$ cat src/rtl/cache_ram_responder.sv
// -----------------------------------------------------------------------------
// cache_ram_responder
//
// Purpose:
//   Sits between a cache controller and a simple word-wide synchronous RAM.
//   Serves two kinds of cache transactions one at a time:
//     * writeback : a dirty victim line of 4 words is written to RAM as four
//                   consecutive full-word writes (clean victims are dropped).
//     * refill    : a 4-word line is read from RAM and handed back to the cache
//                   one word per cycle, each word tagged with its index.
//   If both requests are present in IDLE, the writeback is served first. The
//   refill request is a held level, so it is picked up on the next IDLE.
//
// Configuration macro:
//   CRITICAL_WORD_FIRST_EN
//     defined   : refill returns the requested word (addr[3:2]) first, then
//                 wraps through the rest of the line.
//     undefined : refill always returns words 0,1,2,3 and ignores addr[3:2].
//
// Ports:
//   clk              single clock, rising edge
//   rst              synchronous active-high reset
//   cache_rd_req_i   refill request (level, held until the last word returns)
//   cache_rd_addr_i  refill byte address
//   cache_rd_rdy_o   refill word valid strobe
//   cache_rd_data_o  refill word
//   cache_rd_num_o   index of the word on cache_rd_data_o (bit 2 always 0)
//   cache_wr_req_i   writeback request (level)
//   cache_wr_addr_i  writeback line address
//   cache_wr_data_i  victim line, word k at [DATA_WIDTH*k +: DATA_WIDTH]
//   cache_dirty_i    victim line dirty qualifier
//   cache_wr_rdy_o   high only while idle and able to accept a request
//   ram_wr_en_o      RAM byte write enables
//   ram_wr_addr_o    RAM write address
//   ram_wr_data_o    RAM write data
//   ram_rd_addr_o    RAM read address
//   ram_rd_data_i    RAM read data, valid one cycle after the address
// -----------------------------------------------------------------------------
module cache_ram_responder #(
  parameter int ADDR_WIDTH = 32,
  parameter int DATA_WIDTH = 32
) (
  input  logic                    clk,
  input  logic                    rst,

  input  logic                    cache_rd_req_i,
  input  logic [ADDR_WIDTH-1:0]   cache_rd_addr_i,
  output logic                    cache_rd_rdy_o,
  output logic [DATA_WIDTH-1:0]   cache_rd_data_o,
  output logic [2:0]              cache_rd_num_o,

  input  logic                    cache_wr_req_i,
  input  logic [ADDR_WIDTH-1:0]   cache_wr_addr_i,
  input  logic [4*DATA_WIDTH-1:0] cache_wr_data_i,
  input  logic                    cache_dirty_i,
  output logic                    cache_wr_rdy_o,

  output logic [3:0]              ram_wr_en_o,
  output logic [ADDR_WIDTH-1:0]   ram_wr_addr_o,
  output logic [DATA_WIDTH-1:0]   ram_wr_data_o,
  output logic [ADDR_WIDTH-1:0]   ram_rd_addr_o,
  input  logic [DATA_WIDTH-1:0]   ram_rd_data_i
);

  // FSM encoding
  localparam logic [2:0] IDLE    = 3'd0;
  localparam logic [2:0] WR      = 3'd1;
  localparam logic [2:0] RD_ADDR = 3'd2;
  localparam logic [2:0] RD_LAST = 3'd3;
  localparam logic [2:0] DONE    = 3'd4;

  logic [2:0]              state;
  logic [1:0]              word_cnt;
  logic [ADDR_WIDTH-1:0]   base_addr;
  logic [4*DATA_WIDTH-1:0] line;
  logic                    strobe;
  logic [1:0]              strobe_num;

  // Word index currently being addressed during RD_ADDR
  logic [1:0]              rd_word;
  logic [DATA_WIDTH-1:0]   wr_word;
  logic [ADDR_WIDTH-1:0]   wr_offset;
  logic [ADDR_WIDTH-1:0]   rd_offset;

  // Request decode in IDLE: writeback has priority over refill
  logic                    take_wr;
  logic                    take_rd;

  assign take_wr = (state == IDLE) && cache_wr_req_i;
  assign take_rd = (state == IDLE) && !cache_wr_req_i && cache_rd_req_i;

`ifdef CRITICAL_WORD_FIRST_EN
  // Requested word offset, captured with the refill so that later address
  // changes from the cache cannot disturb the running transaction.
  logic [1:0] first_word;

  always_ff @(posedge clk) begin
    if (rst) begin
      first_word <= 2'd0;
    end else if (take_rd) begin
      first_word <= cache_rd_addr_i[3:2];
    end
  end

  // 2-bit add wraps naturally: requested word first, then the rest in order
  assign rd_word = first_word + word_cnt;

  logic unused_addr_bits;
  assign unused_addr_bits = ^{cache_rd_addr_i[1:0], cache_wr_addr_i[3:0]};
`else
  assign rd_word = word_cnt;

  logic unused_addr_bits;
  assign unused_addr_bits = ^{cache_rd_addr_i[3:0], cache_wr_addr_i[3:0]};
`endif

  // Main FSM plus the latched transaction context. Base address and victim
  // line are captured only when a request is accepted in IDLE and then held
  // for the whole transaction. The read strobe runs one cycle behind the
  // RAM read address to line up with the RAM's one-cycle read latency.
  always_ff @(posedge clk) begin
    if (rst) begin
      state      <= IDLE;
      word_cnt   <= 2'd0;
      base_addr  <= '0;
      line       <= '0;
      strobe     <= 1'b0;
      strobe_num <= 2'd0;
    end else begin
      strobe     <= (state == RD_ADDR);
      strobe_num <= (state == RD_ADDR) ? rd_word : 2'd0;

      case (state)
        IDLE: begin
          word_cnt <= 2'd0;
          if (take_wr) begin
            base_addr <= {cache_wr_addr_i[ADDR_WIDTH-1:4], 4'h0};
            line      <= cache_wr_data_i;
            state     <= cache_dirty_i ? WR : DONE;
          end else if (take_rd) begin
            base_addr <= {cache_rd_addr_i[ADDR_WIDTH-1:4], 4'h0};
            state     <= RD_ADDR;
          end
        end

        WR: begin
          word_cnt <= word_cnt + 2'd1;
          if (word_cnt == 2'd3) begin
            state <= DONE;
          end
        end

        RD_ADDR: begin
          word_cnt <= word_cnt + 2'd1;
          if (word_cnt == 2'd3) begin
            state <= RD_LAST;
          end
        end

        // Last RAM word is arriving; just wait for it
        RD_LAST: state <= DONE;

        // One dead cycle so the cache can drop its level request
        DONE: state <= IDLE;

        default: state <= IDLE;
      endcase
    end
  end

  // Byte offsets within the line for the current write / read word
  assign wr_offset = {{(ADDR_WIDTH-4){1'b0}}, word_cnt, 2'b00};
  assign rd_offset = {{(ADDR_WIDTH-4){1'b0}}, rd_word, 2'b00};

  // Select the victim word being written this cycle
  always_comb begin
    wr_word = '0;
    case (word_cnt)
      2'd0: wr_word = line[0*DATA_WIDTH +: DATA_WIDTH];
      2'd1: wr_word = line[1*DATA_WIDTH +: DATA_WIDTH];
      2'd2: wr_word = line[2*DATA_WIDTH +: DATA_WIDTH];
      2'd3: wr_word = line[3*DATA_WIDTH +: DATA_WIDTH];
      default: wr_word = '0;
    endcase
  end

  // Outputs are pure decodes of registered state so every output is quiet
  // outside the cycles that own it, including the cycle right after reset.
  assign cache_wr_rdy_o  = (state == IDLE);

  assign ram_wr_en_o     = (state == WR) ? 4'hF : 4'h0;
  assign ram_wr_addr_o   = (state == WR) ? (base_addr + wr_offset) : '0;
  assign ram_wr_data_o   = (state == WR) ? wr_word : '0;

  assign ram_rd_addr_o   = (state == RD_ADDR) ? (base_addr + rd_offset) : '0;

  // RAM data is passed straight through while the strobe is up
  assign cache_rd_rdy_o  = strobe;
  assign cache_rd_num_o  = {1'b0, strobe_num};
  assign cache_rd_data_o = strobe ? ram_rd_data_i : '0;

endmodule

$ cat config.mk
export PLATFORM = sky130hd
export DESIGN_NAME = cache_ram_responder
export DESIGN_NICKNAME = d
export VERILOG_FILES = /design/src/rtl/cache_ram_responder.sv
export SDC_FILE = /design/constraint.sdc
export NUM_CORES = 1
export LEC_CHECK = 0
export CORE_MARGIN = 2
export CORE_UTILIZATION = 35
export CTS_CLUSTER_SIZE = 25
export DETAILED_ROUTE_END_ITERATION = 8
export PLACE_DENSITY = 0.7
export SLEW_MARGIN = 20
export SYNTH_ARGS = -nofsm -noshare
export SYNTH_HDL_FRONTEND = slang
export SYNTH_SLANG_ARGS = --single-unit
$ cat constraint.sdc
create_clock -name clk -period 2.25 [get_ports clk]
set_input_delay 0.45 -clock clk [delete_from_list [all_inputs] [get_ports clk]]
set_output_delay 0.45 -clock clk [all_outputs]
set_load 0.01 [all_outputs]
==> summary.txt <==
Outcome
  – Status: complete, but fails checks
  – Failing checks: setup timing

Clocking
  – Root buf cell: clkbuf_16
  – Clock buffer depth: 2
  – Clock latency at the later pin of the worst-skew pair: 0.42 ns
  – Cts-stage hold buffer count: 0
  – Clock sink count: 164
  – H-tree Lvls: 4
  – Total CTS buffers: 17
  – CTS tree: done
  – Reg clk slew, reported paths: 0.07 ns

Yosys
  – Top_reg_cell synth: dfxtp_1
  – Post-synthesis async set-or-reset flop share: 0%
  – Xor and xnor area share after synthesis: 0.113%
  – Largest family of logic cells by synthesized area: simple AND/OR/NAND/NOR gates
  – Synth area leaders: dfxtp_1, nand2_1, a21oi_1
  – Post-synthesis compound-gate area fraction: 22.8%
  – Cell count after synthesis: 1014
  – Top-area cell type share of the netlist area: 42.5%
  – Synthesized cell area: 7720 µm²
  – Mapped Avg Cell Area: 7.61 µm²
  – Yosys cell types: 33
  – Post-synth EDFFs: 0
  – Synth Area in Simple Gates: 24.3%
  – Part of the Yosys area used for sequential elements: 42.5%
  – Adder-Cell Fraction of Synth Area: 0.648%
  – Synth Register Bits: 164
  – Yosys top cell by area: dfxtp_1
  – Synth warnings: 0
  – Multiplexer share of the synthesized area: 0.146%

Placed design
  – Placed insts: 1584
  – Dpl hpwl: 18100 µm
  – DP Area: 11500 µm²
  – GP Congestion: 0.817
  – Placement Setup Slack: -0.147 ns
  – Port Buffers: 352

Pwr
  – Sw Ratio: 29.4%
  – Sequential share of power: 40.3%
  – Total power: 8.21 mW
  – Leakage: 5.23 nW
  – Comb power frac: 23.2%
  – Clk pwr share: 36.5%
  – Peak supply drop: 0.428 mV
  – Sw Pwr: 2.41 mW
  – Int Pwr: 5.80 mW
  – Pwr Density: 648 nW/µm²

Timing
  – Tightest Pin Transition: 0.609 ns
  – Final worst slack: -0.0750 ns
  – RSZ-0062 raised after global routing: yes
  – Fin. max-slew vios: 0
  – Final setup fails: 16
  – Clk_skew: 0.0134 ns
  – Setup TNS: -0.466 ns
  – Crit path time final: 2.32 ns
  – Max Freq: 430 MHz
  – Hold Worst Slack: 0.442 ns
  – Final period utilization: 103%
  – Fin. Hold Viols: 0
  – Slew Limit Headroom: 59.4%

Detailed routing
  – DRT Wirelength: 29100 µm
  – Routed Antenna Nets: 0
  – TritonRoute pass-1 iters: 5
  – Residual DRC: 0
  – DR WL/cell: 17.7 µm
  – Vias per inst: 5.06
  – DR iter-0 viols: 389
  – Routed via count: 8307

Setup path
  – Worst r2r src: state[2]$_SDFFE_PP0P_
  – Slowest stage delay, CP: 0.39 ns
  – CP Buf/Inv Count: 3
  – Worst setup EP type: output port
  – WS Path Type: flip-flop to output port
  – Crit path launch: rd_word[1]$_SDFFE_PP0P_
  – Terminus of the critical flop-to-flop path: line[99]$_SDFFE_PP0P_
  – Crit. path cell count: 6
  – R2R setup slack: 0.39 ns
  – Top cell family by delay on the critical path: buffers and inverters
  – CP required: 1.80 ns
  – CP startpoint kind: flip-flop
  – CP arrival: 1.87 ns
  – CP max-delay cell: dfxtp_4
  – CP endpoint: ram_wr_data_o[23]
  – Critical Path, Cell by Cell: buf_6 -> ha_4 -> buf_12 -> a21oi_1 -> a221oi_2 -> buf_2
  – Worst Reg-to-Reg Cells: 5
  – Worst-path maximum fanout: 13

Finish
  – Fillers: 1960
  – Finished Layout Cells: 1642
  – Layout Nets: 1581
  – Final instance area: 12700 µm²
  – Synth-to-layout area growth: 64.2%
  – Share of cells above drive strength 1: 14.3%
  – Commonest non-fill, non-tap cells in the layout: nand2_1, clkdlybuf4s50_1, dfxtp_1, a21oi_1, and2_1
  – Fin util: 58.2%
  – Most common cell after layout, fill and taps aside: nand2_1

Die
  – DIE AREA: 23300 µm²
  – Core Rows: 54
  – Initial core utilization: 35.5%
  – Core area: 21800 µm²
  – # IOs: 366
  – Die Y: 153 µm
  – Die Width: 153 µm

Global routing
  – Largest net degree at the start of global routing: 129
  – Initial antenna violation count: 1
  – Total grt overflow: 0
  – Number of global-route vias before repair: 8101
  – GRT Resource Usage Total: 23.3%
  – First-pass GRT wire length: 43700 µm

Flow run
  – # Max-Cap Violations: 0

Worst hold path
  – Classification of the worst-slack hold path: input pin to flip-flop
[state kept, by name (all words and copies together), names as in the netlist]
signal	flops
line	128
base_addr	28
state	3
rd_word	2
strobe_num	2
cache_rd_rdy_o	1
[power groups by stage]
stage	clock (mW)	sequential (mW)	combinational, mW
finish	2.99	3.31	1.91
global route	3.17	3.34	2.06
CTS	3.04	3.30	1.84
global placement	0	3.35	1.66
detailed placement	0	3.35	1.68
floorplan	0	3.31	0.922
[cell families after synthesis]
| family | Yosys count |
|---|---|
| and+or+nand+nor | 421 |
| AOI/OAI and AO/OA | 287 |
| DFF | 164 |
| buffers and inverters | 135 |
| adders and majority gates | 4 |
| other | 1 |
| xor gates and xnor gates | 1 |
| muxes | 1 |
[worst reg2reg max path, delay by kind of cell, from the launching register on]
kind,cells,cell delay [ns]
flip-flops,1,0.36
AO/OA/AOI/OAI,1,0.09
AND/OR/NAND/NOR,2,0.87
buffers and inverters,2,0.41
[metal layers]
layer	global-route usage (%)	wire length, µm	up-vias
met1	29.4	11900	3808
met4	6.08	895	2
met2	39.7	13900	361
met3	5.92	2430	58
met5	0	13	-
li1	-	-	4078
[cells in the mapped netlist, types with 8 or more instances]
library cell,instances
inv_1,36
dfxtp_1,164
buf_6,15
a22o_1,29
clkbuf_1,46
and3_1,28
buf_2,8
a22oi_1,33
a221oi_1,32
a21oi_1,160
buf_4,25
nand2_1,311
o21ai_0,28
and2_1,64
[what timing repair did]
item                                   CTS  global route
pin swaps                               12            27
endpoints found under the hold margin    0             0
setup buffers                           13             4
setup endpoints to repair               97            49
gates resized for setup                253            58
cloned                                   8             6
[how the worst min path moves through the flow]
stage	from	slack, ns	to	cells after the start
global placement	line[85]$_SDFFE_PP0P_	0.44	line[85]$_SDFFE_PP0P_	2
CTS	cache_wr_req_i	0.43	state[2]$_SDFFE_PP0P_	3
floorplan	line[64]$_SDFFE_PP0P_	0.44	line[64]$_SDFFE_PP0P_	2
finish	cache_wr_req_i	0.44	state[2]$_SDFFE_PP0P_	3
detailed placement	line[86]$_SDFFE_PP0P_	0.45	line[86]$_SDFFE_PP0P_	2
global route	cache_wr_req_i	0.43	state[2]$_SDFFE_PP0P_	3
[layout make-up]
| cell class | count | area [µm²] | area share (%) |
|---|---|---|---|
| clock inverter | 13 | 165 | 1.30 |
| antenna | 1 | 2.50 | 0.0197 |
| clock buffer | 19 | 443 | 3.50 |
| tap | 280 | 350 | 2.76 |
| sequential | 164 | 3290 | 26.0 |
| multi-input combinational | 719 | 4130 | 32.6 |
| inverter | 36 | 140 | 1.11 |
| timing repair buffer | 410 | 4150 | 32.7 |
No activity file was read; power rests on OpenSTA's default activity.
